### src/rtl/lsu_dispatch_if.sv
// lsu_dispatch_if: enqueue handshake, dual data-cache dispatch ports, writeback returns and
// status of lsu_dispatch. The slave modport is the dispatcher; master is the surrounding pipeline.
interface lsu_dispatch_if;
  logic        enqValid_i;
  logic        enqReady_o;
  logic        enqIsWb_i;
  logic [4:0]  enqWbAddress_i;
  logic [6:0]  enqOpCode_i;
  logic [15:0] enqPOperand_i;
  logic [15:0] enqSOperand_i;

  logic        loadStoreA_o;
  logic        isWbA_o;
  logic [4:0]  wbAddressA_o;
  logic [6:0]  opCodeA_o;
  logic [15:0] pOperandA_o;
  logic [15:0] sOperandA_o;

  logic        loadStoreB_o;
  logic        isWbB_o;
  logic [4:0]  wbAddressB_o;
  logic [6:0]  opCodeB_o;
  logic [15:0] pOperandB_o;
  logic [15:0] sOperandB_o;

  logic        wbEnableA_i;
  logic        wbEnableB_i;
  logic [4:0]  wbAddressA_i;
  logic [4:0]  wbAddressB_i;

  logic [31:0] busy_o;
  logic        empty_o;

  modport slave (
    input  enqValid_i, enqIsWb_i, enqWbAddress_i, enqOpCode_i, enqPOperand_i, enqSOperand_i,
    input  wbEnableA_i, wbEnableB_i, wbAddressA_i, wbAddressB_i,
    output enqReady_o,
    output loadStoreA_o, isWbA_o, wbAddressA_o, opCodeA_o, pOperandA_o, sOperandA_o,
    output loadStoreB_o, isWbB_o, wbAddressB_o, opCodeB_o, pOperandB_o, sOperandB_o,
    output busy_o, empty_o
  );

  modport master (
    output enqValid_i, enqIsWb_i, enqWbAddress_i, enqOpCode_i, enqPOperand_i, enqSOperand_i,
    output wbEnableA_i, wbEnableB_i, wbAddressA_i, wbAddressB_i,
    input  enqReady_o,
    input  loadStoreA_o, isWbA_o, wbAddressA_o, opCodeA_o, pOperandA_o, sOperandA_o,
    input  loadStoreB_o, isWbB_o, wbAddressB_o, opCodeB_o, pOperandB_o, sOperandB_o,
    input  busy_o, empty_o
  );
endinterface

### src/rtl/lsu_dispatch.sv
// lsu_dispatch: in-order op queue issuing up to two ops per cycle to data-cache ports A and B.
// Define LSU_SCOREBOARD_EN to enable the busy_o destination scoreboard and WAW stalls.
module lsu_dispatch #(
  parameter int DEPTH = 8
) (
  input logic           clock_i,
  input logic           nReset_i,
  lsu_dispatch_if.slave bus
);
  localparam int PW = $clog2(DEPTH);
  localparam int CW = PW + 1;
  localparam logic [CW-1:0] DEPTH_C = CW'(DEPTH);

  typedef struct packed {
    logic        isWb;
    logic [4:0]  wbAddress;
    logic [6:0]  opCode;
    logic [15:0] pOperand;
    logic [15:0] sOperand;
  } op_t;

  function automatic logic isMemOp(input logic [6:0] opCode);
    return (opCode == 7'd11) || (opCode == 7'd12);
  endfunction

  function automatic logic writesDest(input op_t e);
    return e.isWb && ((e.opCode == 7'd10) || (e.opCode == 7'd11));
  endfunction

  op_t           mem [DEPTH];
  logic [PW-1:0] rdPtr, wrPtr;
  logic [CW-1:0] count;
  op_t           headOp, nextOp, portA, portB;
  logic          lsA, lsB;
  logic          enqFire, dispA, dispB, memHazard;
  logic          headStall, nextStall, sameDest;
  logic [1:0]    dispN;

  assign bus.enqReady_o = (count < DEPTH_C);
  assign bus.empty_o    = (count == '0);
  assign enqFire        = bus.enqValid_i && bus.enqReady_o;

  assign headOp = mem[rdPtr];
  assign nextOp = mem[rdPtr + PW'(1)];

  // A store paired with a load/store to the same address must not race it across ports.
  assign memHazard = isMemOp(headOp.opCode) && isMemOp(nextOp.opCode) &&
                     (headOp.sOperand == nextOp.sOperand) &&
                     ((headOp.opCode == 7'd12) || (nextOp.opCode == 7'd12));

  assign dispA = (count != '0) && !headStall;
  assign dispB = dispA && (count > CW'(1)) && !nextStall && !memHazard && !sameDest;
  assign dispN = {1'b0, dispA} + {1'b0, dispB};

`ifdef LSU_SCOREBOARD_EN
  logic [31:0] busy, setMask, clrMask;

  assign headStall = writesDest(headOp) && busy[headOp.wbAddress];
  assign nextStall = writesDest(nextOp) && busy[nextOp.wbAddress];
  assign sameDest  = writesDest(headOp) && writesDest(nextOp) &&
                     (headOp.wbAddress == nextOp.wbAddress);

  // NOTE: every always_comb output gets a default first so no latch is inferred.
  always_comb begin
    setMask = '0;
    clrMask = '0;
    if (dispA && writesDest(headOp)) setMask[headOp.wbAddress] = 1'b1;
    if (dispB && writesDest(nextOp)) setMask[nextOp.wbAddress] = 1'b1;
    if (bus.wbEnableA_i) clrMask[bus.wbAddressA_i] = 1'b1;
    if (bus.wbEnableB_i) clrMask[bus.wbAddressB_i] = 1'b1;
  end

  // Set is applied after clear so a same-edge set of a returning address wins.
  always_ff @(posedge clock_i or negedge nReset_i) begin
    if (!nReset_i) busy <= '0;
    else           busy <= (busy & ~clrMask) | setMask;
  end

  assign bus.busy_o = busy;
`else
  logic unusedWbReturn;

  assign headStall      = 1'b0;
  assign nextStall      = 1'b0;
  assign sameDest       = 1'b0;
  assign bus.busy_o     = '0;
  assign unusedWbReturn = ^{bus.wbEnableA_i, bus.wbEnableB_i, bus.wbAddressA_i, bus.wbAddressB_i};
`endif

  // NOTE: queue storage is deliberately not reset; count and pointers decide which entries are live.
  always_ff @(posedge clock_i) begin
    if (enqFire) begin
      mem[wrPtr] <= {bus.enqIsWb_i, bus.enqWbAddress_i, bus.enqOpCode_i,
                     bus.enqPOperand_i, bus.enqSOperand_i};
    end
  end

  // NOTE: sequential state uses non-blocking assignments so all flops sample pre-edge values.
  always_ff @(posedge clock_i or negedge nReset_i) begin
    if (!nReset_i) begin
      count <= '0;
      rdPtr <= '0;
      wrPtr <= '0;
      lsA   <= 1'b0;
      lsB   <= 1'b0;
      portA <= '0;
      portB <= '0;
    end else begin
      count <= count + CW'(enqFire) - CW'(dispN);
      rdPtr <= rdPtr + PW'(dispN);
      if (enqFire) wrPtr <= wrPtr + PW'(1);
      lsA   <= dispA;
      lsB   <= dispB;
      portA <= dispA ? headOp : '0;
      portB <= dispB ? nextOp : '0;
    end
  end

  assign bus.loadStoreA_o = lsA;
  assign bus.isWbA_o      = portA.isWb;
  assign bus.wbAddressA_o = portA.wbAddress;
  assign bus.opCodeA_o    = portA.opCode;
  assign bus.pOperandA_o  = portA.pOperand;
  assign bus.sOperandA_o  = portA.sOperand;

  assign bus.loadStoreB_o = lsB;
  assign bus.isWbB_o      = portB.isWb;
  assign bus.wbAddressB_o = portB.wbAddress;
  assign bus.opCodeB_o    = portB.opCode;
  assign bus.pOperandB_o  = portB.pOperand;
  assign bus.sOperandB_o  = portB.sOperand;
endmodule

### src/flat_wrapper.sv
// flat-port wrapper written by rule: the top's interface ports become plain ports
module lsu_dispatch_flat 
#(
  parameter int DEPTH = 8
)
  (clock_i, nReset_i, bus_enqValid_i, bus_enqIsWb_i, bus_enqWbAddress_i, bus_enqOpCode_i, bus_enqPOperand_i, bus_enqSOperand_i, bus_wbEnableA_i, bus_wbEnableB_i, bus_wbAddressA_i, bus_wbAddressB_i, bus_enqReady_o, bus_loadStoreA_o, bus_isWbA_o, bus_wbAddressA_o, bus_opCodeA_o, bus_pOperandA_o, bus_sOperandA_o, bus_loadStoreB_o, bus_isWbB_o, bus_wbAddressB_o, bus_opCodeB_o, bus_pOperandB_o, bus_sOperandB_o, bus_busy_o, bus_empty_o);
  lsu_dispatch_if bus_i ();
  input logic clock_i;
  input logic nReset_i;
  input wire logic [$bits(bus_i.enqValid_i)-1:0] bus_enqValid_i;
  input wire logic [$bits(bus_i.enqIsWb_i)-1:0] bus_enqIsWb_i;
  input wire logic [$bits(bus_i.enqWbAddress_i)-1:0] bus_enqWbAddress_i;
  input wire logic [$bits(bus_i.enqOpCode_i)-1:0] bus_enqOpCode_i;
  input wire logic [$bits(bus_i.enqPOperand_i)-1:0] bus_enqPOperand_i;
  input wire logic [$bits(bus_i.enqSOperand_i)-1:0] bus_enqSOperand_i;
  input wire logic [$bits(bus_i.wbEnableA_i)-1:0] bus_wbEnableA_i;
  input wire logic [$bits(bus_i.wbEnableB_i)-1:0] bus_wbEnableB_i;
  input wire logic [$bits(bus_i.wbAddressA_i)-1:0] bus_wbAddressA_i;
  input wire logic [$bits(bus_i.wbAddressB_i)-1:0] bus_wbAddressB_i;
  output wire logic [$bits(bus_i.enqReady_o)-1:0] bus_enqReady_o;
  output wire logic [$bits(bus_i.loadStoreA_o)-1:0] bus_loadStoreA_o;
  output wire logic [$bits(bus_i.isWbA_o)-1:0] bus_isWbA_o;
  output wire logic [$bits(bus_i.wbAddressA_o)-1:0] bus_wbAddressA_o;
  output wire logic [$bits(bus_i.opCodeA_o)-1:0] bus_opCodeA_o;
  output wire logic [$bits(bus_i.pOperandA_o)-1:0] bus_pOperandA_o;
  output wire logic [$bits(bus_i.sOperandA_o)-1:0] bus_sOperandA_o;
  output wire logic [$bits(bus_i.loadStoreB_o)-1:0] bus_loadStoreB_o;
  output wire logic [$bits(bus_i.isWbB_o)-1:0] bus_isWbB_o;
  output wire logic [$bits(bus_i.wbAddressB_o)-1:0] bus_wbAddressB_o;
  output wire logic [$bits(bus_i.opCodeB_o)-1:0] bus_opCodeB_o;
  output wire logic [$bits(bus_i.pOperandB_o)-1:0] bus_pOperandB_o;
  output wire logic [$bits(bus_i.sOperandB_o)-1:0] bus_sOperandB_o;
  output wire logic [$bits(bus_i.busy_o)-1:0] bus_busy_o;
  output wire logic [$bits(bus_i.empty_o)-1:0] bus_empty_o;
  assign bus_i.enqValid_i = bus_enqValid_i;
  assign bus_i.enqIsWb_i = bus_enqIsWb_i;
  assign bus_i.enqWbAddress_i = bus_enqWbAddress_i;
  assign bus_i.enqOpCode_i = bus_enqOpCode_i;
  assign bus_i.enqPOperand_i = bus_enqPOperand_i;
  assign bus_i.enqSOperand_i = bus_enqSOperand_i;
  assign bus_i.wbEnableA_i = bus_wbEnableA_i;
  assign bus_i.wbEnableB_i = bus_wbEnableB_i;
  assign bus_i.wbAddressA_i = bus_wbAddressA_i;
  assign bus_i.wbAddressB_i = bus_wbAddressB_i;
  assign bus_enqReady_o = bus_i.enqReady_o;
  assign bus_loadStoreA_o = bus_i.loadStoreA_o;
  assign bus_isWbA_o = bus_i.isWbA_o;
  assign bus_wbAddressA_o = bus_i.wbAddressA_o;
  assign bus_opCodeA_o = bus_i.opCodeA_o;
  assign bus_pOperandA_o = bus_i.pOperandA_o;
  assign bus_sOperandA_o = bus_i.sOperandA_o;
  assign bus_loadStoreB_o = bus_i.loadStoreB_o;
  assign bus_isWbB_o = bus_i.isWbB_o;
  assign bus_wbAddressB_o = bus_i.wbAddressB_o;
  assign bus_opCodeB_o = bus_i.opCodeB_o;
  assign bus_pOperandB_o = bus_i.pOperandB_o;
  assign bus_sOperandB_o = bus_i.sOperandB_o;
  assign bus_busy_o = bus_i.busy_o;
  assign bus_empty_o = bus_i.empty_o;
  lsu_dispatch #(.DEPTH(DEPTH)) u_core (.clock_i(clock_i), .nReset_i(nReset_i), .bus(bus_i));
endmodule
### config.mk
export PLATFORM = sky130hd
export DESIGN_NAME = lsu_dispatch_flat
export DESIGN_NICKNAME = d
export VERILOG_FILES = /design/src/rtl/lsu_dispatch_if.sv /design/src/rtl/lsu_dispatch.sv /design/src/flat_wrapper.sv
export SDC_FILE = /design/constraint.sdc
export NUM_CORES = 1
export LEC_CHECK = 0
export BUFFER_PORTS_ARGS = -buffer_cell sky130_fd_sc_hd__buf_2
export CAP_MARGIN = 20
export CORE_ASPECT_RATIO = 2
export CORE_UTILIZATION = 45
export DETAILED_ROUTE_END_ITERATION = 10
export PLACE_DENSITY = 0.66
export SYNTH_ARGS = -nofsm -noshare
export SYNTH_HDL_FRONTEND = slang
export SYNTH_SLANG_ARGS = --single-unit
### constraint.sdc
create_clock -name clock_i -period 7.3 [get_ports clock_i]
set_clock_uncertainty 0.15 [all_clocks]
set_input_delay 0 -clock clock_i [delete_from_list [all_inputs] [get_ports clock_i]]
set_output_delay 0 -clock clock_i [all_outputs]
set_load 0.1 [all_outputs]
* Word level (Yosys, flattened, before mapping)
Memories as Yosys holds them, arrays and structs flattened.
Index checks and enable logic that the tools add are counted.
** Operators by class
- $add $sub $neg :: 6
- $lt $le $gt $ge :: 2
- Equality and inequality tests :: 5
- Muxes and demuxes :: 4
- Reduce and logical (&&, ||, !) cells :: 12
** Operator list (count)
- $mux W45 :: 2
- $eq A7 B4 Y1 const B :: 4
- $eq A16 B16 Y1 :: 1
- $add A3 B1 Y3 const B :: 2
- $logic_and A1 B1 Y1 :: 6
- $add A4 B1 Y4 :: 1
- $gt A4 B1 Y1 const B :: 1
- $logic_not A4 Y1 :: 1
- $lt A4 B4 Y1 const B :: 1
- $reduce_bool A4 Y1 :: 1
- $sub A4 B2 Y4 :: 1
- $add A3 B2 Y3 :: 1
- $logic_or A1 B1 Y1 :: 3
- $add A1 B1 Y2 :: 1
- $mux W1 :: 2
- $logic_not A1 Y1 :: 1
** Word-level totals
- Flip-flop bits (word level) :: 102
- Bits in writable memories :: 360
- Input port bits :: 60
- Output and inout port bits :: 126
- Memories :: 1
** Memories
- u_core.mem :: depth 8, width 45, rd ports 2, clocked after Yosys merged registers in 0, write ports 1, RTL line lsu_dispatch.sv:30 : op_t mem [DEPTH];

* Longest topological paths before layout
An unclocked memory read counts as a cell.
- Depth in word-level cells :: 11
- Depth in mapped cells :: 20

* Least setup slack after synthesis
OpenSTA, ideal clock, no wires.
- Kind :: register to register
- Start :: reg u_core.rdPtr[0]
- End :: reg u_core.count[2]
- Data arrival time :: 4.481 ns
- Data required time :: 7.027 ns
- Path slack :: 2.546 ns
- Cell stages (with the launch flop) :: 19
- Buffers on the path :: 4
- Path through :: dfrtp_1 > ha_1 > buf_6 > buf_2 > buf_2 > mux4_2 > mux2i_1 > nand4_1 > nor2_1 > o211ai_1 > nor4_4 > buf_6 > nor2_1 > ha_1 > ha_1 > inv_1 > ha_1 > fa_1 > xor2_1
** On the way
- Word-level cells in the longest chain between the ends :: 11
- Elaborated cells between the ends (all ways) :: 17
- Classes of those cells :: 3 x add/sub; 5 x eq/ne; 8 x reduce/logical; 1 x memory
** RTL lines
- start, declared :: RTL line lsu_dispatch.sv:31 : logic [PW-1:0] rdPtr, wrPtr;
- start signal, assigned :: RTL line lsu_dispatch.sv:110 : rdPtr <= rdPtr + PW'(dispN);
- $add A3 B1 Y3 :: RTL line lsu_dispatch.sv:44 : assign nextOp = mem[rdPtr + PW'(1)];
- $mem_v2 Z8 W45 *
- $eq A7 B4 Y1 (on tied branches) :: RTL line lsu_dispatch.sv:23, lsu_dispatch.sv:49
- $logic_or A1 B1 Y1 :: RTL line lsu_dispatch.sv:23 : return (opCode == 7'd11) || (opCode == 7'd12);
- $logic_and A1 B1 Y1 (2 in a row) :: RTL line lsu_dispatch.sv:47 : assign memHazard = isMemOp(headOp.opCode) && isMemOp(nextOp.opCode) &&
- $logic_and A1 B1 Y1 * :: RTL line lsu_dispatch.sv:48 : (headOp.sOperand == nextOp.sOperand) &&
- $logic_not A1 Y1 * :: RTL line lsu_dispatch.sv:52 : assign dispB = dispA && (count > CW'(1)) && !nextStall && !memHazard && !sameDest;
- $logic_and A1 B1 Y1 * :: RTL line lsu_dispatch.sv:52
- named net u_core.dispB :: RTL line lsu_dispatch.sv:35 : logic enqFire, dispA, dispB, memHazard;
- $add A1 B1 Y2 * :: RTL line lsu_dispatch.sv:53 : assign dispN = {1'b0, dispA} + {1'b0, dispB};
- $sub A4 B2 Y4 * :: RTL line lsu_dispatch.sv:109 : count <= count + CW'(enqFire) - CW'(dispN);
- end signal, assigned :: RTL line lsu_dispatch.sv:109
- end, declared :: RTL line lsu_dispatch.sv:32 : logic [CW-1:0] count;
The timed path passes the listed nets; every way through them passes the cells marked *.
A chain may end at the register's enable or synchronous reset.

* Worst setup path in the final report
Ends and elaborated chain as after synthesis.

==> run_results.csv <==
group,metric,value,unit
logic_synthesis,synth_seq_cells,462,
grt,grt_pass1_wl,73.1,mm
cts,clk_path_buf_depth,3,
die,die_w,153,um
sta,finalMaxSlewViolations,0,
run_status,outcome,"complete, no violations",
grt,grt_antenna_before_repair,1,
sta,whs,0.0891,ns
placement,pre_cts_ws,1.29,ns
logic_synthesis,synth.largest_area_cell,"edfxtp_1",
critical_path,required,7.58,ns
route,vias,11000,
cts,clkTransAtPathRegs,0.07,ns
critical_path,arrival,6.23,ns
sta,tightest_slew,1.12,ns
logic_synthesis,syn_area_per_cell,19.0,um2
logic_synthesis,async_flop_share,22.1,%
logic_synthesis,synthCells,1084,
sta,setup_viol,0,
critical_path,crit_top_cell,"ha_1",
logic_synthesis,yosys.area.top_type_share,52.4,%
logic_synthesis,yosysMostFrequentCell,"edfxtp_1",
cts,cts-htree-levels,2,
layout,drive_above_1_share,34.1,%
grt,grtUsageTotal,21.2,%
sta,timing.slew.headroom,25.1,%
critical_path,worst-path-buf-inv,3,
critical_path,max_stage_delay,0.72,ns
sta,finalSetupTns,0,ns
critical_path,path_delay_family,"buffers and inverters",
sta,period_needed,5.95,ns
layout,nets,1341,
die,die_y,305,um
logic_synthesis,synth_common_cells,"360 x edfxtp_1, 188 x mux4_2, 102 x dfrtp_1, 96 x mux2i_1, 66 x nor2_1",
route,vias_per_cell,5.89,
critical_path,critPathCaptureType,"flop",
die,coreArea,45100,um2
cts,cts_tree,"built",
sta,fin_ws,1.35,ns
critical_path,crit_chain,"buf_4 -> buf_4 -> mux4_2 -> xnor2_1 -> o31ai_1 -> o211ai_1 -> nor4_4 -> nor2_1 -> ha_1 -> ha_1 -> inv_1 -> ha_1 -> fa_1 -> xor2_1",
sta,rsz0062_at_grt,"false",
sta,finalHoldViolCount,0,
grt,grt_pass1_vias,12000,
sta,max_freq,168,MHz
layout,diodes,0,
logic_synthesis,synth_area_leaders,"edfxtp_1 52%, mux4_2 21%, dfrtp_1 12%",
die,io_pins,186,
cts,clock-root-buffer,"clkbuf_16",
route,drtPass1Iterations,5,
die,die_area,46800,um2
logic_synthesis,ys.flop_type,"edfxtp_1",
grt,grt_max_degree,62,
critical_path,crit_type,"reg2reg",
route,ant_nets,0,
die,initial_utilization,45.7,%
critical_path,crit_slowest_cell,"buf_4",
placement,place_congestion,0.743,
route,initialDrtViolationCount,663,
run,cap_violations,0,
route,drc,0,
cts,numCtsBuffers,40,
cts,cts_setup_buffers,0,
cts,cts_resized,0,
sta,final.period_utilization,81.5,%
logic_synthesis,synth_edf_count,360,
cts,insertion_delay,0.56,ns
min_path,worstHoldPathType,"in2reg",
placement,port-buffer-count,141,
logic_synthesis,seq_area_frac_synth,64.7,%
critical_path,startpoint_type,"flop",
placement,dp_hpwl,29.5,mm
route,wl,48.5,mm
logic_synthesis,synth_warnings,0,
die,num_rows,110,
logic_synthesis,synth.cell_area,20600,um2
grt,overflow,0,
critical_path,cp_max_fo,46,
route,wl_per_cell,26.1,um
cts,cts.sinks,462,
layout,syn2layout_area_growth,15.2,%
logic_synthesis,synth_cell_types,37,
## cells by family after synthesis
logic type | after synthesis | share of synthesized area [%]
xor+xnor | 50 | 2.12
fa+ha+maj | 12 | 0.800
compound gates | 24 | 0.824
simple gates | 135 | 3.05
flops | 462 | 64.7
mux | 287 | 25.3
other cells | 1 | 0.0182
buf+inv | 113 | 3.15
## area by class of cell
type,count,area (um2)
Timing Repair Buffer,215,1420
Sequential cell,462,13400
Clock buffer,46,1050
Fill cell,3615,21400
Tap cell,560,701
Multi-Input combinational cell,540,6850
Clock inverter,28,344
Inverter,10,37.5
## cells in the final DEF (no fill, tap or decap), types with 3 or more instances in the layout
master	count
a21oi_1	4
a221oi_1	4
a22o_1	3
buf_2	140
buf_4	25
bufinv_16	7
clkbuf_1	4
clkbuf_16	41
clkinv_2	11
clkinv_4	3
clkinvlp_4	3
conb_1	32
dfrtp_1	99
dfrtp_4	3
dlygate4sd3_1	48
edfxtp_1	360
ha_1	9
inv_1	10
inv_6	3
mux2_2	3
mux2i_1	96
mux4_2	188
nand2_1	7
nand2b_1	6
nor2_1	59
nor2_4	7
nor3_1	41
nor4_1	3
o22ai_1	7
xnor2_1	22
xor2_1	27
## final timing paths
| check | end | slack [ns] | from | depth (start not counted) |
|---|---|---|---|---|
| min in group asynchronous | u_core.bus.opCodeB_o[5]$_DFF_PN0_ | 0.39 | nReset_i | 4 |
| hold / removal | u_core.mem[4][26]$_DFFE_PP_ | 0.09 | bus_enqPOperand_i[10] | 2 |
| hold reg to reg | u_core.wrPtr[0]$_DFFE_PN0P_ | 0.36 | u_core.wrPtr[0]$_DFFE_PN0P_ | 1 |
| max in group asynchronous | u_core.bus.sOperandA_o[11]$_DFF_PN0_ | 5.83 | nReset_i | 4 |
| setup reg to reg | u_core.count[2]$_DFF_PN0_ | 1.35 | u_core.rdPtr[0]$_DFF_PN0_ | 14 |
| setup / recovery | u_core.count[2]$_DFF_PN0_ | 1.35 | u_core.rdPtr[0]$_DFF_PN0_ | 14 |
## registers in the layout, indices dropped and copies added, names as in the netlist
signal,cells
u_core.bus.wbAddressB_o,5
u_core.bus.isWbA_o,1
u_core.bus.wbAddressA_o,5
u_core.bus.loadStoreB_o,1
u_core.bus.isWbB_o,1
u_core.wrPtr,3
u_core.bus.pOperandA_o,16
u_core.bus.loadStoreA_o,1
u_core.mem,360
u_core.rdPtr,3
u_core.bus.opCodeA_o,7
u_core.count,4
u_core.bus.pOperandB_o,16
u_core.bus.sOperandA_o,16
u_core.bus.opCodeB_o,7
u_core.bus.sOperandB_o,16
## per-stage QoR
step | cells | cell area, um2 | util (%)
6_report | 1861 | 23800 | 52.7
5_1_grt | 1861 | 23800 | 52.7
4_1_cts | 1861 | 23800 | 52.7
3_5_place_dp | 1738 | 21900 | 48.5
3_3_place_gp | 1738 | 21900 | 48.5
2_1_floorplan | 1115 | 20800 | -
## what timing repair did
action	CTS	global route
endpoints found under the hold margin	410	0
hold buffers	49	0
endpoints found under the setup margin	0	0
## layer usage
layer  vias to the layer above  share of wire (%)  wire length [um]  GRT usage (%)
li1                       4683                  -                 -              -
met1                      5877                 36             17400           23.2
met2                       319                 57             27800           41.2
met3                        86                3.6              1750           2.47
met4                         2                3.3              1620           8.49
met5                         -              0.027                13              0
Power is left out: the tool's default activity adds up to more than one toggle a clock period on the data nets, which glitch-free logic cannot reach.
